**src/rtl/spdif_rate_scan_ctrl.sv**
```systemverilog
// S/PDIF half-bit period scanner: sweeps the receiver's period until it
// reports lock, qualifies lock with a run of sample acks, then classifies rate.
module spdif_rate_scan_ctrl #(
    parameter int MIN_CLK_PER_HALFBIT      = 4,
    parameter int MAX_CLK_PER_HALFBIT      = 31,
    parameter int MAX_CLK_PER_HALFBIT_LOG2 = 5,
    parameter int SETTLE_CYCLES            = 4096,
    parameter int QUALIFY_ACKS             = 16,
    parameter int TH_192K                  = 5,
    parameter int TH_96K                   = 10,
    parameter int TH_48K                   = 20
) (
    input  logic                                clk,
    input  logic                                rst,
    input  logic                                dai_locked_i,
    input  logic                                dai_ack_i,
    input  logic                                hold_i,
    output logic [MAX_CLK_PER_HALFBIT_LOG2-1:0] clk_per_halfbit_o,
    output logic                                locked_o,
    output logic                                rst_o,
    output logic [3:0]                          rate_o,
    output logic                                scanning_o
);

    localparam int PW = MAX_CLK_PER_HALFBIT_LOG2;
    localparam int TW = $clog2(SETTLE_CYCLES + 1);
    localparam int AW = $clog2(QUALIFY_ACKS + 1);

    localparam logic [PW-1:0] P_MIN  = PW'(MIN_CLK_PER_HALFBIT);
    localparam logic [PW-1:0] P_MAX  = PW'(MAX_CLK_PER_HALFBIT);
    localparam logic [PW-1:0] T_192  = PW'(TH_192K);
    localparam logic [PW-1:0] T_96   = PW'(TH_96K);
    localparam logic [PW-1:0] T_48   = PW'(TH_48K);
    localparam logic [TW-1:0] T_LAST = TW'(SETTLE_CYCLES - 1);
    localparam logic [AW-1:0] A_LAST = AW'(QUALIFY_ACKS - 1);

    typedef enum logic [1:0] {
        SETTLE  = 2'd0,
        QUALIFY = 2'd1,
        LOCKED  = 2'd2
    } state_t;

    state_t        state;
    state_t        state_nx;
    logic [PW-1:0] per;
    logic [PW-1:0] per_nx;
    logic [TW-1:0] tmr;
    logic [TW-1:0] tmr_nx;
    logic [AW-1:0] acks;
    logic [AW-1:0] acks_nx;
    logic          retry;
    logic          retry_nx;
    logic          fail;
    logic          enter_lock;
    logic          locked_nx;
    logic          rst_nx;
    logic [3:0]    rate_nx;

    function automatic logic [3:0] rate_of(input logic [PW-1:0] p);
        if (p <= T_192)     return 4'b1000;
        else if (p <= T_96) return 4'b0100;
        else if (p <= T_48) return 4'b0010;
        else                return 4'b0001;
    endfunction

    always_ff @(posedge clk) begin
        if (rst) begin
            state    <= SETTLE;
            per      <= P_MIN;
            tmr      <= '0;
            acks     <= '0;
            retry    <= 1'b0;
            locked_o <= 1'b0;
            rst_o    <= 1'b0;
            rate_o   <= 4'b0000;
        end else begin
            state    <= state_nx;
            per      <= per_nx;
            tmr      <= tmr_nx;
            acks     <= acks_nx;
            retry    <= retry_nx;
            locked_o <= locked_nx;
            rst_o    <= rst_nx;
            rate_o   <= rate_nx;
        end
    end

    always_comb begin
        state_nx   = state;
        tmr_nx     = tmr;
        acks_nx    = acks;
        retry_nx   = retry;
        fail       = 1'b0;
        enter_lock = 1'b0;
        unique case (state)
            SETTLE: begin
                if (dai_locked_i) begin
                    state_nx = QUALIFY;
                    tmr_nx   = '0;
                    acks_nx  = '0;
                end else if (tmr == T_LAST) begin
                    fail = 1'b1;
                end else begin
                    tmr_nx = tmr + 1'b1;
                end
            end
            QUALIFY: begin
                // Lock loss beats a coincident ack.
                if (!dai_locked_i) begin
                    fail = 1'b1;
                end else if (dai_ack_i) begin
                    tmr_nx = '0;
                    if (acks == A_LAST) enter_lock = 1'b1;
                    else                acks_nx = acks + 1'b1;
                end else if (tmr == T_LAST) begin
                    fail = 1'b1;
                end else begin
                    tmr_nx = tmr + 1'b1;
                end
            end
            LOCKED: begin
                if (!dai_locked_i) begin
                    state_nx = SETTLE;
                    tmr_nx   = '0;
                    retry_nx = 1'b1;
                end
            end
            default: begin
                state_nx = SETTLE;
                tmr_nx   = '0;
            end
        endcase
        if (fail) begin
            state_nx = SETTLE;
            tmr_nx   = '0;
            retry_nx = 1'b0;
        end
        if (enter_lock) begin
            state_nx = LOCKED;
            retry_nx = 1'b0;
        end
    end

    always_comb begin
        per_nx = per;
        if (fail && !hold_i)
            per_nx = (per == P_MAX) ? P_MIN : per + 1'b1;
    end

    always_comb begin
        locked_nx  = (state_nx == LOCKED);
        rst_nx     = enter_lock;
        rate_nx    = 4'b0000;
        if (enter_lock)
            rate_nx = rate_of(per);
        else if (state_nx == LOCKED)
            rate_nx = rate_o;
        scanning_o = (state != LOCKED);
    end

    assign clk_per_halfbit_o = per;

endmodule
```
**config.mk**
```make
export PLATFORM = sky130hd
export DESIGN_NAME = spdif_rate_scan_ctrl
export DESIGN_NICKNAME = d
export VERILOG_FILES = /design/src/rtl/spdif_rate_scan_ctrl.sv
export SDC_FILE = /design/constraint.sdc
export NUM_CORES = 1
export LEC_CHECK = 0
export ABC_CLOCK_PERIOD_IN_PS = 2450
export CORE_MARGIN = 5
export CORE_UTILIZATION = 30
export CTS_CLUSTER_DIAMETER = 50
export DETAILED_ROUTE_END_ITERATION = 16
export PLACE_DENSITY_LB_ADDON = 0.3
export SYNTH_ARGS = -nofsm -noshare
export SYNTH_HDL_FRONTEND = slang
export SYNTH_SLANG_ARGS = --single-unit
```
**constraint.sdc**
```tcl
create_clock -name clk -period 2.45 [get_ports clk]
set_input_delay 0.49 -clock clk [delete_from_list [all_inputs] [get_ports clk]]
set_output_delay 0.49 -clock clk [all_outputs]
set_load 0.01 [all_outputs]
```
# Yosys cells after proc, flatten, opt, wreduce, memory -nomap -nowiden
# Index checks and enable logic that the tools add are counted.
[totals] register_bits=31 input_bits=5 wordCells=64
[op_classes] n_addsub=3 order_cmp=3 eq_ne=13 muxes=31 n_reduce_logical=7
[op_table] cell="$mux W13" n=5
[op_table] cell="$pmux W13 S3" n=1
[op_table] cell="$mux W5" n=5
[op_table] cell="$ne A2 B2 Y1 const B" n=7
[op_table] cell="$add A13 B1 Y13 const B" n=1
[op_table] cell="$eq A13 B12 Y1 const B" n=1
[op_table] cell="$mux W4" n=3
[op_table] cell="$add A5 B1 Y5 const B" n=2
[op_table] cell="$mux W2" n=5
[op_table] cell="$pmux W5 S2" n=1
[op_table] cell="$mux W1" n=8
[op_table] cell="$pmux W2 S3" n=1
[op_table] cell="$eq A5 B4 Y1 const B" n=1
[op_table] cell="$eq A5 B5 Y1 const B" n=1
[op_table] cell="$le A5 B3 Y1 const B" n=1
[op_table] cell="$le A5 B4 Y1 const B" n=1
[op_table] cell="$le A5 B5 Y1 const B" n=1
[op_table] cell="$reduce_and A5 Y1" n=1
[op_table] cell="$eq A2 B2 Y1 const B" n=2
[op_table] cell="$mux W3" n=1
[op_table] cell="$eq A2 B1 Y1 const B" n=1
[op_table] cell="$logic_not A2 Y1" n=1
[op_table] cell="$pmux W1 S2" n=1
[op_table] cell="$reduce_and A2 Y1" n=1
[op_table] cell="4 further kinds" n=4

# Depth between registers and ports, before layout
# Gate-level depths: netlist of the first run.
[logic_depth] word_depth=10 ltp_mapped=7 depth_no_buf=7

# Worst setup path before layout of the first run
# OpenSTA, ideal clock, no wires.
[synth_timing] path_kind="input-to-reg" start="in dai_locked_i" end="reg tmr[10]" setup_time_ns=0.066 arrival_ns=1.882 t_required_ns=2.384 setup_slack_ns=0.502 cell_stages=6 cell_sequence="buf_6 and3b_1 buf_6 or3_4 or4_4 a21oi_2"
[synth_between] elab_chain_cells=3
[synth_rtl] element="start, declared" line_no="15" rtl="input logic dai_locked_i,"
[synth_rtl] element="$mux W1 (on tied branches)" line_no="109, 97"
[synth_rtl] element="$pmux W1 S2" line_no="95" rtl="unique case (state)"
[synth_rtl] element="$reduce_or A2 Y1 (no source line)"
[synth_rtl] element="end signal, assigned" line_no="79" rtl="tmr <= tmr_nx;"
[synth_rtl] element="end, declared" line_no="47" rtl="logic [TW-1:0] tmr;"
# Several ways; a longest one is shown, not always the timed one.
# A chain may end at the register's enable or synchronous reset.

# Worst setup path in the final report of the first run
[layout_timing] start="reg tmr[0]" end="reg tmr[8]"
[layout_between] elab_chain_cells=6
[layout_rtl] element="branches (longest 6 deep; another with $add A13 B1 Y13)"
# Parallel ways; which one is timed is not known. The select of a mux whose other input is x is not followed.

==> impl_metrics.py, run 1 <==
metrics = {
    "global_routing": {
        "grt_pass1_wl_mm": 6.53,
        "grt_antenna_before_repair": 0,
        "grt_max_degree": 20,
        "overflow": 0,
        "grt_pass1_vias": 1420,
        "grtUsageTotal": 0.110,
    },
    "timing": {
        "worst-slew-pin-transition_ns": 0.716,
        "period_minus_slack_ns": 2.09,
        "skew_ns": 0.00211,
        "setup_ws_ns": 0.362,
        "period_share": 0.852,
        "worst_hold_slack_ns": 0.450,
        "slew_headroom": 0.516,
        "setup_violations": 0,
        "slew_violations": 0,
        "setup_tns_ns": 0,
        "grt_setup_unrepaired": "false",
        "clock.fmax_mhz": 479,
        "hold_violations": 0,
    },
    "floorplanning": {
        "die_h_um": 86.0,
        "ioPinCount": 17,
        "die_w_um": 86.0,
        "start_util": 0.311,
        "dieArea_um2": 7390,
        "core-area_um2": 5570,
        "rows": 27,
    },
    "drt": {
        "drc": 0,
        "routed_wl_mm": 3.72,
        "via_count": 1494,
        "post_drt_via_cell_ratio": 5.15,
        "firstDrtPassIters": 4,
        "drt_iter0_drc": 96,
        "wire_per_inst_um": 12.8,
        "detail-route-antenna-nets": 0,
    },
    "worst_hold_path": {
        "hold_class": "reg2reg",
    },
    "place": {
        "io_buffers": 16,
        "pre_cts_slack_ns": 0.108,
        "gp_congestion": 0.823,
        "hpwlAfterDp_mm": 2.73,
    },
    "finish": {
        "diodes": 0,
        "final_common_cell": "dfxtp_1",
        "drive_gt1_frac": 0.156,
        "final_core_util": 0.378,
        "layout_common_cells": "31 x dfxtp_1, 18 x a21oi_1, 18 x nor2_1, 16 x clkdlybuf4s50_1, 11 x buf_4",
        "syn_to_final_growth_pct": 21.5,
        "final_nets": 230,
    },
    "setup_path": {
        "crit_path_start_kind": "flop",
        "crit_path_end_kind": "flop",
        "path_max_fanout": 13,
        "crit_arrival_ns": 2.23,
        "criticalPathCategory": "reg2reg",
        "crit_required_ns": 2.59,
        "reg2reg_slack_ns": 0.36,
    },
    "cts": {
        "cts_setup_buffers": 0,
        "cts.sinks": 31,
        "clk_latency_ns": 0.28,
        "clk_transition_reported_paths_ns": 0.06,
        "htreeDepth": 2,
        "cts_tree": "done",
        "ctsHoldBuffers": 0,
        "post_cts_resized": 0,
        "clockRootBuffer": "clkbuf_8",
        "cts_buffer_depth": 2,
        "cts_buffers": 5,
    },
    "pwr": {
        "peakVddDrop_mv": 0.339,
        "power_density_nw_per_um2": 470,
        "leakage_nw": 0.718,
    },
    "yosys": {
        "synth-edff-count": 0,
        "yosysSeqAreaShare": 0.358,
        "synth_seq_cells": 31,
        "syn_avg_cell_area_um2": 9.07,
        "netlist_instances": 191,
        "syn_area_um2": 1730,
        "ys_warn_count": 0,
        "synth_cell_types": 57,
        "synth_ff_type": "dfxtp_1",
        "synth_nets": 203,
        "ys_async_sr_fraction": 0,
    },
    "flow_run": {
        "cap_violations": 0,
    },
    "status": {
        "outcome": "completed",
    },
}
-- metrics by stage --
stage	power [mW]	instance area [um^2]	cells
floorplan	0.572	1730	191
global placement	0.594	2020	283
detailed placement	0.595	2020	283
CTS	1.00	2100	290
global route	1.04	2100	290
finish	0.989	2100	290
-- logic make-up (layout without fill, tap and decap cells) --
logic type,after synthesis,in the layout,share of synthesized area
and+or+nand+nor,82,82,0.288
AOI/OAI and AO/OA,51,51,0.219
DFF,31,31,0.358
buffers and inverters,13,40,0.0405
adders and majority gates,7,7,0.0506
muxes,6,6,0.0390
xor gates and xnor gates,1,1,0.00506
-- per-layer routing --
metal,global-route usage,wire [um],share of wire
met1,0.140,1860,0.50
met5,0,0,0
met2,0.170,1640,0.44
met3,0.0279,129,0.035
met4,0.0604,91,0.024
-- layout make-up --
class	count	area, um^2
Fill cell	553	3470
Multi-Input combinational cell	147	1040
Sequential cell	31	621
Timing Repair Buffer	27	243
Tap cell	72	90.1
Clock buffer	6	82.6
Inverter	6	22.5
Clock inverter	1	5.00
-- cell usage after synthesis, types with 3 or more instances --
master     n  area, um^2
o31ai_1    5        37.5
nand3_1    9        45.0
a21oi_1   18        90.1
ha_1       7        87.6
nor3_1     7        35.0
inv_1      6        22.5
mux2i_1    3        30.0
o21ai_0    7        35.0
nor2_1    18        67.6
nand2b_1   4        25.0
or4_1      5        37.5
dfxtp_1   31         621
nand3b_1   3        22.5
or3_1      3        18.8
nand2_1    7        26.3
-- final timing paths --
path / from / endpoint / cells past startpoint
worst max-delay path: tmr[0] / tmr[8] / 5
worst min-delay path: rate_o[1] / rate_o[1] / 2
worst min register to register: rate_o[1] / rate_o[1] / 2
worst max register to register: tmr[0] / tmr[8] / 5
-- power breakdown --
group	internal (mW)	switching, mW
sequential	0.508	0.00663
clock	0.220	0.186
combinational	0.0313	0.0367
total	0.759	0.230
-- critical path, stage by stage, from the launching register on --
cell and delay (ns):
dfxtp_1 0.38, ha_1 0.21, nand3_1 0.11, or4_4 0.56, o31ai_4 0.54, nor3_1 0.13
-- sequential cells by signal, indices dropped and copies added (netlist names) --
signal / cells
rst_o: 1
rate_o: 4
acks: 5
tmr: 13
clk_per_halfbit_o: 5
locked_o: 1
state: 2
(Power assumes the default switching activity.)
==> run 2, diff against run 1 <==
- TNS_END_PERCENT: default -> 100
==> results of run 2 <==
Same layout as run 1: the final DEF is identical, and so are final timing and power.
